File: src/rtl/mac_dot_seq.sv
// mac_dot_seq: dot-product sequencer pacing operand pairs through a Booth MAC's load/busy/accumulate protocol.
module mac_dot_seq #(
    parameter int DATA_W   = 8,
    parameter int ACC_W    = 16,
    parameter int LEN_W    = 8,
    parameter int BUSY_TMO = 15
) (
    input  logic              clk,
    input  logic              reset,
    input  logic              start,
    output logic              start_ready,
    input  logic [LEN_W-1:0]  len,
    input  logic              op_valid,
    output logic              op_ready,
    input  logic [DATA_W-1:0] op_a,
    input  logic [DATA_W-1:0] op_b,
    input  logic              abort,
    output logic [DATA_W-1:0] mac_a,
    output logic [DATA_W-1:0] mac_b,
    output logic              mac_load,
    output logic              mac_clr,
    output logic              mac_acc_en,
    input  logic              mac_busy,
    input  logic [ACC_W-1:0]  mac_acc,
    input  logic              mac_ovf,
    output logic              res_valid,
    input  logic              res_ready,
    output logic [ACC_W-1:0]  result,
    output logic              res_ovf,
    output logic              res_err
);
    localparam int TMO_W = $clog2(BUSY_TMO + 1);

    typedef enum logic [3:0] {IDLE, CLEAR, FETCH, LOAD, WAIT_HI, WAIT_LO, ACCUM, SETTLE, DONE} state_t;

    state_t            state_q, state_d;
    logic [LEN_W-1:0]  len_q, len_d, elem_cnt_q, elem_cnt_d;
    logic [TMO_W-1:0]  tmo_cnt_q, tmo_cnt_d;
    logic [DATA_W-1:0] mac_a_q, mac_a_d, mac_b_q, mac_b_d;
    logic [ACC_W-1:0]  result_q, result_d;
    logic              ovf_q, ovf_d, err_q, err_d;
    logic              kill;

    // abort only cancels a job in flight; IDLE and DONE ignore it
    assign kill        = abort && state_q != IDLE && state_q != DONE;
    assign start_ready = state_q == IDLE;
    assign op_ready    = state_q == FETCH && !abort;
    assign mac_load    = state_q == LOAD && !abort;
    assign mac_acc_en  = state_q == ACCUM && !abort;
    assign mac_clr     = state_q == CLEAR || kill;
    assign res_valid   = state_q == DONE;
    assign mac_a       = mac_a_q;
    assign mac_b       = mac_b_q;
    assign result      = result_q;
    assign res_ovf     = ovf_q;
    assign res_err     = err_q;

    always_comb begin
        state_d    = state_q;
        len_d      = len_q;
        elem_cnt_d = elem_cnt_q;
        tmo_cnt_d  = tmo_cnt_q;
        mac_a_d    = mac_a_q;
        mac_b_d    = mac_b_q;
        result_d   = result_q;
        err_d      = err_q;
        ovf_d      = (state_q inside {FETCH, LOAD, WAIT_HI, WAIT_LO, ACCUM, SETTLE}) ? ovf_q | mac_ovf : ovf_q;
        case (state_q)
            IDLE: if (start) begin
                len_d   = len;
                ovf_d   = 1'b0;
                err_d   = 1'b0;
                state_d = CLEAR;
            end
            CLEAR: begin
                elem_cnt_d = '0;
                state_d    = (len_q == '0) ? SETTLE : FETCH;
            end
            FETCH: if (op_valid && op_ready) begin
                mac_a_d = op_a;
                mac_b_d = op_b;
                state_d = LOAD;
            end
            LOAD: begin
                tmo_cnt_d = '0;
                state_d   = WAIT_HI;
            end
            WAIT_HI: if (mac_busy) state_d = WAIT_LO;
            else begin
                tmo_cnt_d = tmo_cnt_q + 1'b1;
                if (tmo_cnt_q == TMO_W'(BUSY_TMO - 1)) begin
                    err_d   = 1'b1;
                    state_d = DONE;
                end
            end
            WAIT_LO: if (!mac_busy) state_d = ACCUM;
            ACCUM: begin
                elem_cnt_d = elem_cnt_q + 1'b1;
                state_d    = (elem_cnt_d == len_q) ? SETTLE : FETCH;
            end
            SETTLE: begin
                result_d = mac_acc;
                state_d  = DONE;
            end
            DONE: if (res_ready) state_d = IDLE;
            default: state_d = IDLE;
        endcase
        if (kill) state_d = IDLE;
    end

    always_ff @(posedge clk) begin
        if (reset) begin
            state_q    <= IDLE;
            len_q      <= '0;
            elem_cnt_q <= '0;
            tmo_cnt_q  <= '0;
            mac_a_q    <= '0;
            mac_b_q    <= '0;
            result_q   <= '0;
            ovf_q      <= 1'b0;
            err_q      <= 1'b0;
        end else begin
            state_q    <= state_d;
            len_q      <= len_d;
            elem_cnt_q <= elem_cnt_d;
            tmo_cnt_q  <= tmo_cnt_d;
            mac_a_q    <= mac_a_d;
            mac_b_q    <= mac_b_d;
            result_q   <= result_d;
            ovf_q      <= ovf_d;
            err_q      <= err_d;
        end
    end
endmodule

File: config.mk
export PLATFORM = sky130hd
export DESIGN_NAME = mac_dot_seq
export DESIGN_NICKNAME = d
export VERILOG_FILES = /design/src/rtl/mac_dot_seq.sv
export SDC_FILE = /design/constraint.sdc
export NUM_CORES = 1
export LEC_CHECK = 0
export ABC_AREA = 1
export CAP_MARGIN = 20
export CORE_MARGIN = 5
export CORE_UTILIZATION = 30
export DETAILED_ROUTE_END_ITERATION = 8
export GPL_TIMING_DRIVEN = 0
export PLACE_DENSITY = 0.58
export SLEW_MARGIN = 20
export SYNTH_ARGS = -nofsm -noshare
export SYNTH_HDL_FRONTEND = slang
export SYNTH_SLANG_ARGS = --single-unit
File: constraint.sdc
create_clock -name clk -period 2.2 [get_ports clk]
set_input_delay 0.55 -clock clk [delete_from_list [all_inputs] [get_ports clk]]
set_output_delay 0.55 -clock clk [all_outputs]
set_load 0.01 [all_outputs]
Word level (Yosys, flattened, before mapping)
Cells that the tools add are included.
{ "op_classes": {"add_sub_neg": 2, "n_mul": 0, "n_div": 0, "magnitude_cmp": 0, "n_eq_ne": 18, "n_shift": 0, "n_mux": 19, "bitwise_logic": 1, "reduce_logical": 21} }
{ "op_table": {"columns": ["operator", "n"], "rows": [
  ["case mux 4 bit (9 select lines)", 1],
  ["two-way mux 4 bit", 7],
  ["== test 4 x 3 -> 1 bit (second input constant)", 4],
  ["case mux 8 bit (2 select lines)", 1],
  ["adder 8 x 1 -> 8 bit (second input constant)", 1],
  ["== test 4 x 2 -> 1 bit (second input constant)", 2],
  ["== test 4 bit (second input constant)", 2],
  ["== test 8 bit", 1],
  ["zero test 8 bit", 1],
  ["case mux 4 bit (2 select lines)", 1],
  ["logical AND 1 bit", 6],
  ["two-way mux 1 bit", 6],
  ["two-way mux 3 bit", 2],
  ["!= test 2 x 1 -> 1 bit (second input constant)", 3],
  ["!= test 2 bit (second input constant)", 3],
  ["AND reduction 2 bit", 3],
  ["nonzero test 2 bit", 3],
  ["nonzero test 6 bit", 1],
  ["AND reduction 5 bit", 1],
  ["adder 4 x 1 -> 4 bit (second input constant)", 1],
  ["== test 4 x 1 -> 1 bit (second input constant)", 1],
  ["zero test 4 bit", 1],
  ["!= test 4 bit (second input constant)", 1],
  ["AND reduction 4 bit", 1],
  ["other kinds (7)", 7]
]} }
{ "totals": {"ff_bits": 58, "latch_bits": 0, "ramBits": 0, "mem_bits_ro": 0, "in_bits": 48, "out_inout_bits": 40, "word_cells": 70, "mem_count": 0} }

Depth between registers and ports, before layout
{ "depth": {"word_depth": 5, "ltp_mapped": 13, "ltp_nobuf": 13} }

Worst setup path after synthesis
Ideal clock, no wire load.
{ "synth_timing": {"path_type": "input -> output", "startpoint": "input abort", "endpoint": "output op_ready", "arrival_time_ns": 1.213, "required_ns": 1.650, "setup_slack_ns": 0.437, "cell_stages": 2, "path_buffers": 1, "cell_sequence": "nor3_4 > clkbuf_1"} }
{ "synth_between": {"elab_chain_len": 2} }
{ "synth_rtl": {"columns": ["item", "line", "rtl"], "rows": [
  ["from (decl)", "17", "input logic abort,"],
  ["zero test 1 bit", "47", "assign op_ready = state_q == FETCH && !abort;"],
  ["logical AND 1 bit", "47", null],
  ["to (decl)", "14", "output logic op_ready,"]
]} }
No other way between the ends.

Final worst setup path
{ "layout_timing": {"startpoint": "register state_q[0]", "endpoint": "output op_ready"} }
{ "layout_between": {"elab_chain_len": 2} }
{ "layout_rtl": {"columns": ["item", "line", "rtl"], "rows": [
  ["from (decl)", "36", "state_t state_q, state_d;"],
  ["from (signal assigned)", "123", "state_q <= state_d;"],
  ["== test 4 x 2 -> 1 bit", "47", null],
  ["logical AND 1 bit", "47", null]
]} }
No other way between the ends.

==> flow_metrics.tcl <==
set metrics [dict create \
    p_per_area_nw_per_um2 832.7 \
    syn_to_final_growth_pct 49.09 \
    worstMarginPinSlew_ns 0.5541 \
    detail-route-antenna-nets 0 \
    grt_pass1_wl_um 12360 \
    fin_tns_setup_ns 0 \
    initial_core_util_pct 30.29 \
    top_layer "met4" \
    max_slew_margin_pct 62.92 \
    vdd_drop_max_mv 0.4201 \
    nets 529 \
    die_w_um 103.1 \
    cts_root_buf "clkbuf_8" \
    die_h_um 103.1 \
    firstDrtPassIters 4 \
    synth_top_family_by_area "simple AND/OR/NAND/NOR gates" \
    fin_crit_ns 2.086 \
    met3_length_um 439 \
    critPathArrivalTime_ns 1.54 \
    endpoint_kind "output port" \
    yosysTopAreaCell "dfxtp_1" \
    h-tree-depth 3 \
    hpwl_um 5693 \
    layout-drive-gt1-share_pct 7.039 \
    status "finished clean" \
    synth_xor_area_share_pct 0.3365 \
    avgViaCountPerCell 4.577 \
    leakagePower_nw 1.532 \
    clkSinkCount 58 \
    grt_pass1_vias 2708 \
    syn_area_per_cell_um2 6.903 \
    startpoint_type "flop" \
    period_share_pct 94.80 \
    synth_common_cells "84 x nand2_1, 58 x dfxtp_1, 49 x nor2_1, 42 x nand3_1, 41 x a21oi_1" \
    cp_data_required_time_ns 1.65 \
    post_drt_wl_per_cell_um 12.83 \
    die_area_um2 10640 \
    num_antenna_cells 0 \
    synth-main-ff-cell "dfxtp_1" \
    synth_compound_area_share_pct 14.37 \
    cap_violations 0 \
    rows 34 \
    skew_ns 0.009056 \
    synth_seq_area_share_pct 44.62 \
    vias 2705 \
    finalHoldViolations 0 \
    syn_area_um2 2602 \
    grt_antenna_before_repair 0 \
    synth_enable_flop_cells 0 \
    clock.fmax_mhz 479.5 \
    grt_setup_unrepaired "false" \
    met2_length_um 3849 \
    overflow 0 \
    fin_cells 591 \
    synth_nets 428 \
    port_buffers 85 \
    place_area_um2 3588 \
    synth.top_cell.area_share_pct 44.62 \
    ys_seq_elements 58 \
    clock_latency_ns 0.34 \
    path_class "reg -> out" \
    post-synth-top-count-cell "nand2_1" \
    ys_warn_count 0 \
    hp-class "reg -> reg" \
    synth_mux_area_share_pct 0 \
    track_usage_pct 14.81 \
    setup_viol 0 \
    synth_cells 377 \
    finalPower_mw 3.231 \
    drv_slew 0 \
    dp.cells 570 \
    totalWireLength_um 7584 \
    synth_fa_ha_area_share_pct 1.442 \
    boundaryPins 88 \
    async_flop_share_pct 0 \
    cts_tree "built" \
    final_design_area_no_fill_um2 3880 \
    synthTopCellsByArea "dfxtp_1 45%, nand2_1 12%, nand3_1 8.1%" \
    synth-simple-area-share_pct 32.45 \
    cts_made_buffers 9 \
    drc 0 \
    routabilityCongestion 0.8594 \
    grt_max_degree 11 \
    wl_met1_um 3241 \
    coreArea_um2 8593 \
    drtIter0Drc 78 \
    clock_path_buffers 2 \
    synth.distinct_cells 24 \
    clk_pin_slew_ns 0.06 \
    cp_max_fo 7 \
]
registers in the layout (all words and copies together) (netlist names):
signal      cells
len_q           8
mac_b           8
mac_a           8
result         16
tmo_cnt_q       4
res_ovf         1
state_q         4
elem_cnt_q      8
res_err         1
worst paths after layout:
kind | endpoint | slack, ns | startpoint | cells past startpoint
min reg2reg | mac_b[2]$_SDFFE_PP0P_ | 0.46 | mac_b[2]$_SDFFE_PP0P_ | 2
min | mac_b[2]$_SDFFE_PP0P_ | 0.46 | mac_b[2]$_SDFFE_PP0P_ | 2
max reg2reg | result[6]$_SDFFE_PP0P_ | 0.33 | state_q[3]$_SDFFE_PP0P_ | 7
max | op_ready | 0.11 | state_q[0]$_SDFFE_PP0P_ | 5
where the power goes:
part | switching, mW | internal (mW) | leakage, nW | total [mW]
clock network | 0.425 | 0.728 | 0.119 | 1.15
registers | 0.0690 | 1.15 | 0.470 | 1.22
logic | 0.502 | 0.355 | 0.943 | 0.857
total | 0.996 | 2.24 | 1.53 | 3.23
through the flow:
stage,util (%),worst slack (ns),hold slack [ns]
finish,45.15,0.1143,0.4591
global route,45.15,0.01395,0.4856
CTS,45.12,0.05508,0.4651
detailed placement,41.76,-0.8728,0.4529
global placement,41.76,-0.8872,0.4489
floorplan,-,0.4368,0.4562
per-layer routing:
metal / vias up / global-route usage, %
met5: - / 0
met4: 0 / 3.685
met3: 6 / 6.698
met1: 1210 / 16.81
met2: 50 / 25.36
li1: 1439 / -
area by class of cell:
cell class,count,area [um^2]
multi-input cells,272,1277
clock buffers,12,165.2
inverters,35,131.4
flip-flops and latches,58,1164
plain buffers,12,55.05
well taps,108,135.1
fillers,891,4713
repair buffers,90,879.6
clock inverters,4,72.57
placed cells by master, fill, tap and decap left out, types with 2 or more instances in the layout:
cell             instances
nor3_1                   5
nand4_1                  5
dfxtp_2                  2
ha_1                     3
dlygate4sd2_1            7
buf_4                    5
inv_1                   33
nand2_2                  2
inv_2                    2
clkbuf_1                10
nor2_4                   2
o21ai_1                  2
a21oi_1                 41
nand2_1                 83
bufinv_16                2
o21ai_0                 29
nand3_1                 42
dfxtp_1                 56
clkdlybuf4s50_1         78
clkbuf_8                13
nor2_1                  49
kinds of logic (layout without fill, tap and decap cells):
| kind of cell | count (synthesis) | in the layout |
|---|---|---|
| and+or+nand+nor | 194 | 194 |
| buffers and inverters | 47 | 153 |
| AOI/OAI and AO/OA | 74 | 74 |
| DFF | 58 | 58 |
| xor gates and xnor gates | 1 | 1 |
| adders and majority gates | 3 | 3 |
critical path: stages, from the launching register on:
cell and delay (ns):
dfxtp_1 0.33, inv_2 0.12, nand2_2 0.11, nor3_4 0.22, clkbuf_8 0.16, dlygate4sd2_1 0.26
what timing repair did:
| item | 4_1_cts | 5_1_grt |
|---|---|---|
| resized for setup | 15 | 1 |
| hold buffers | 0 | 0 |
| pin swaps | 3 | 0 |
| buffers inserted | 5 | 0 |
| setup endpoints to repair | 6 | 2 |
No activity file was read; power rests on OpenSTA's default activity.
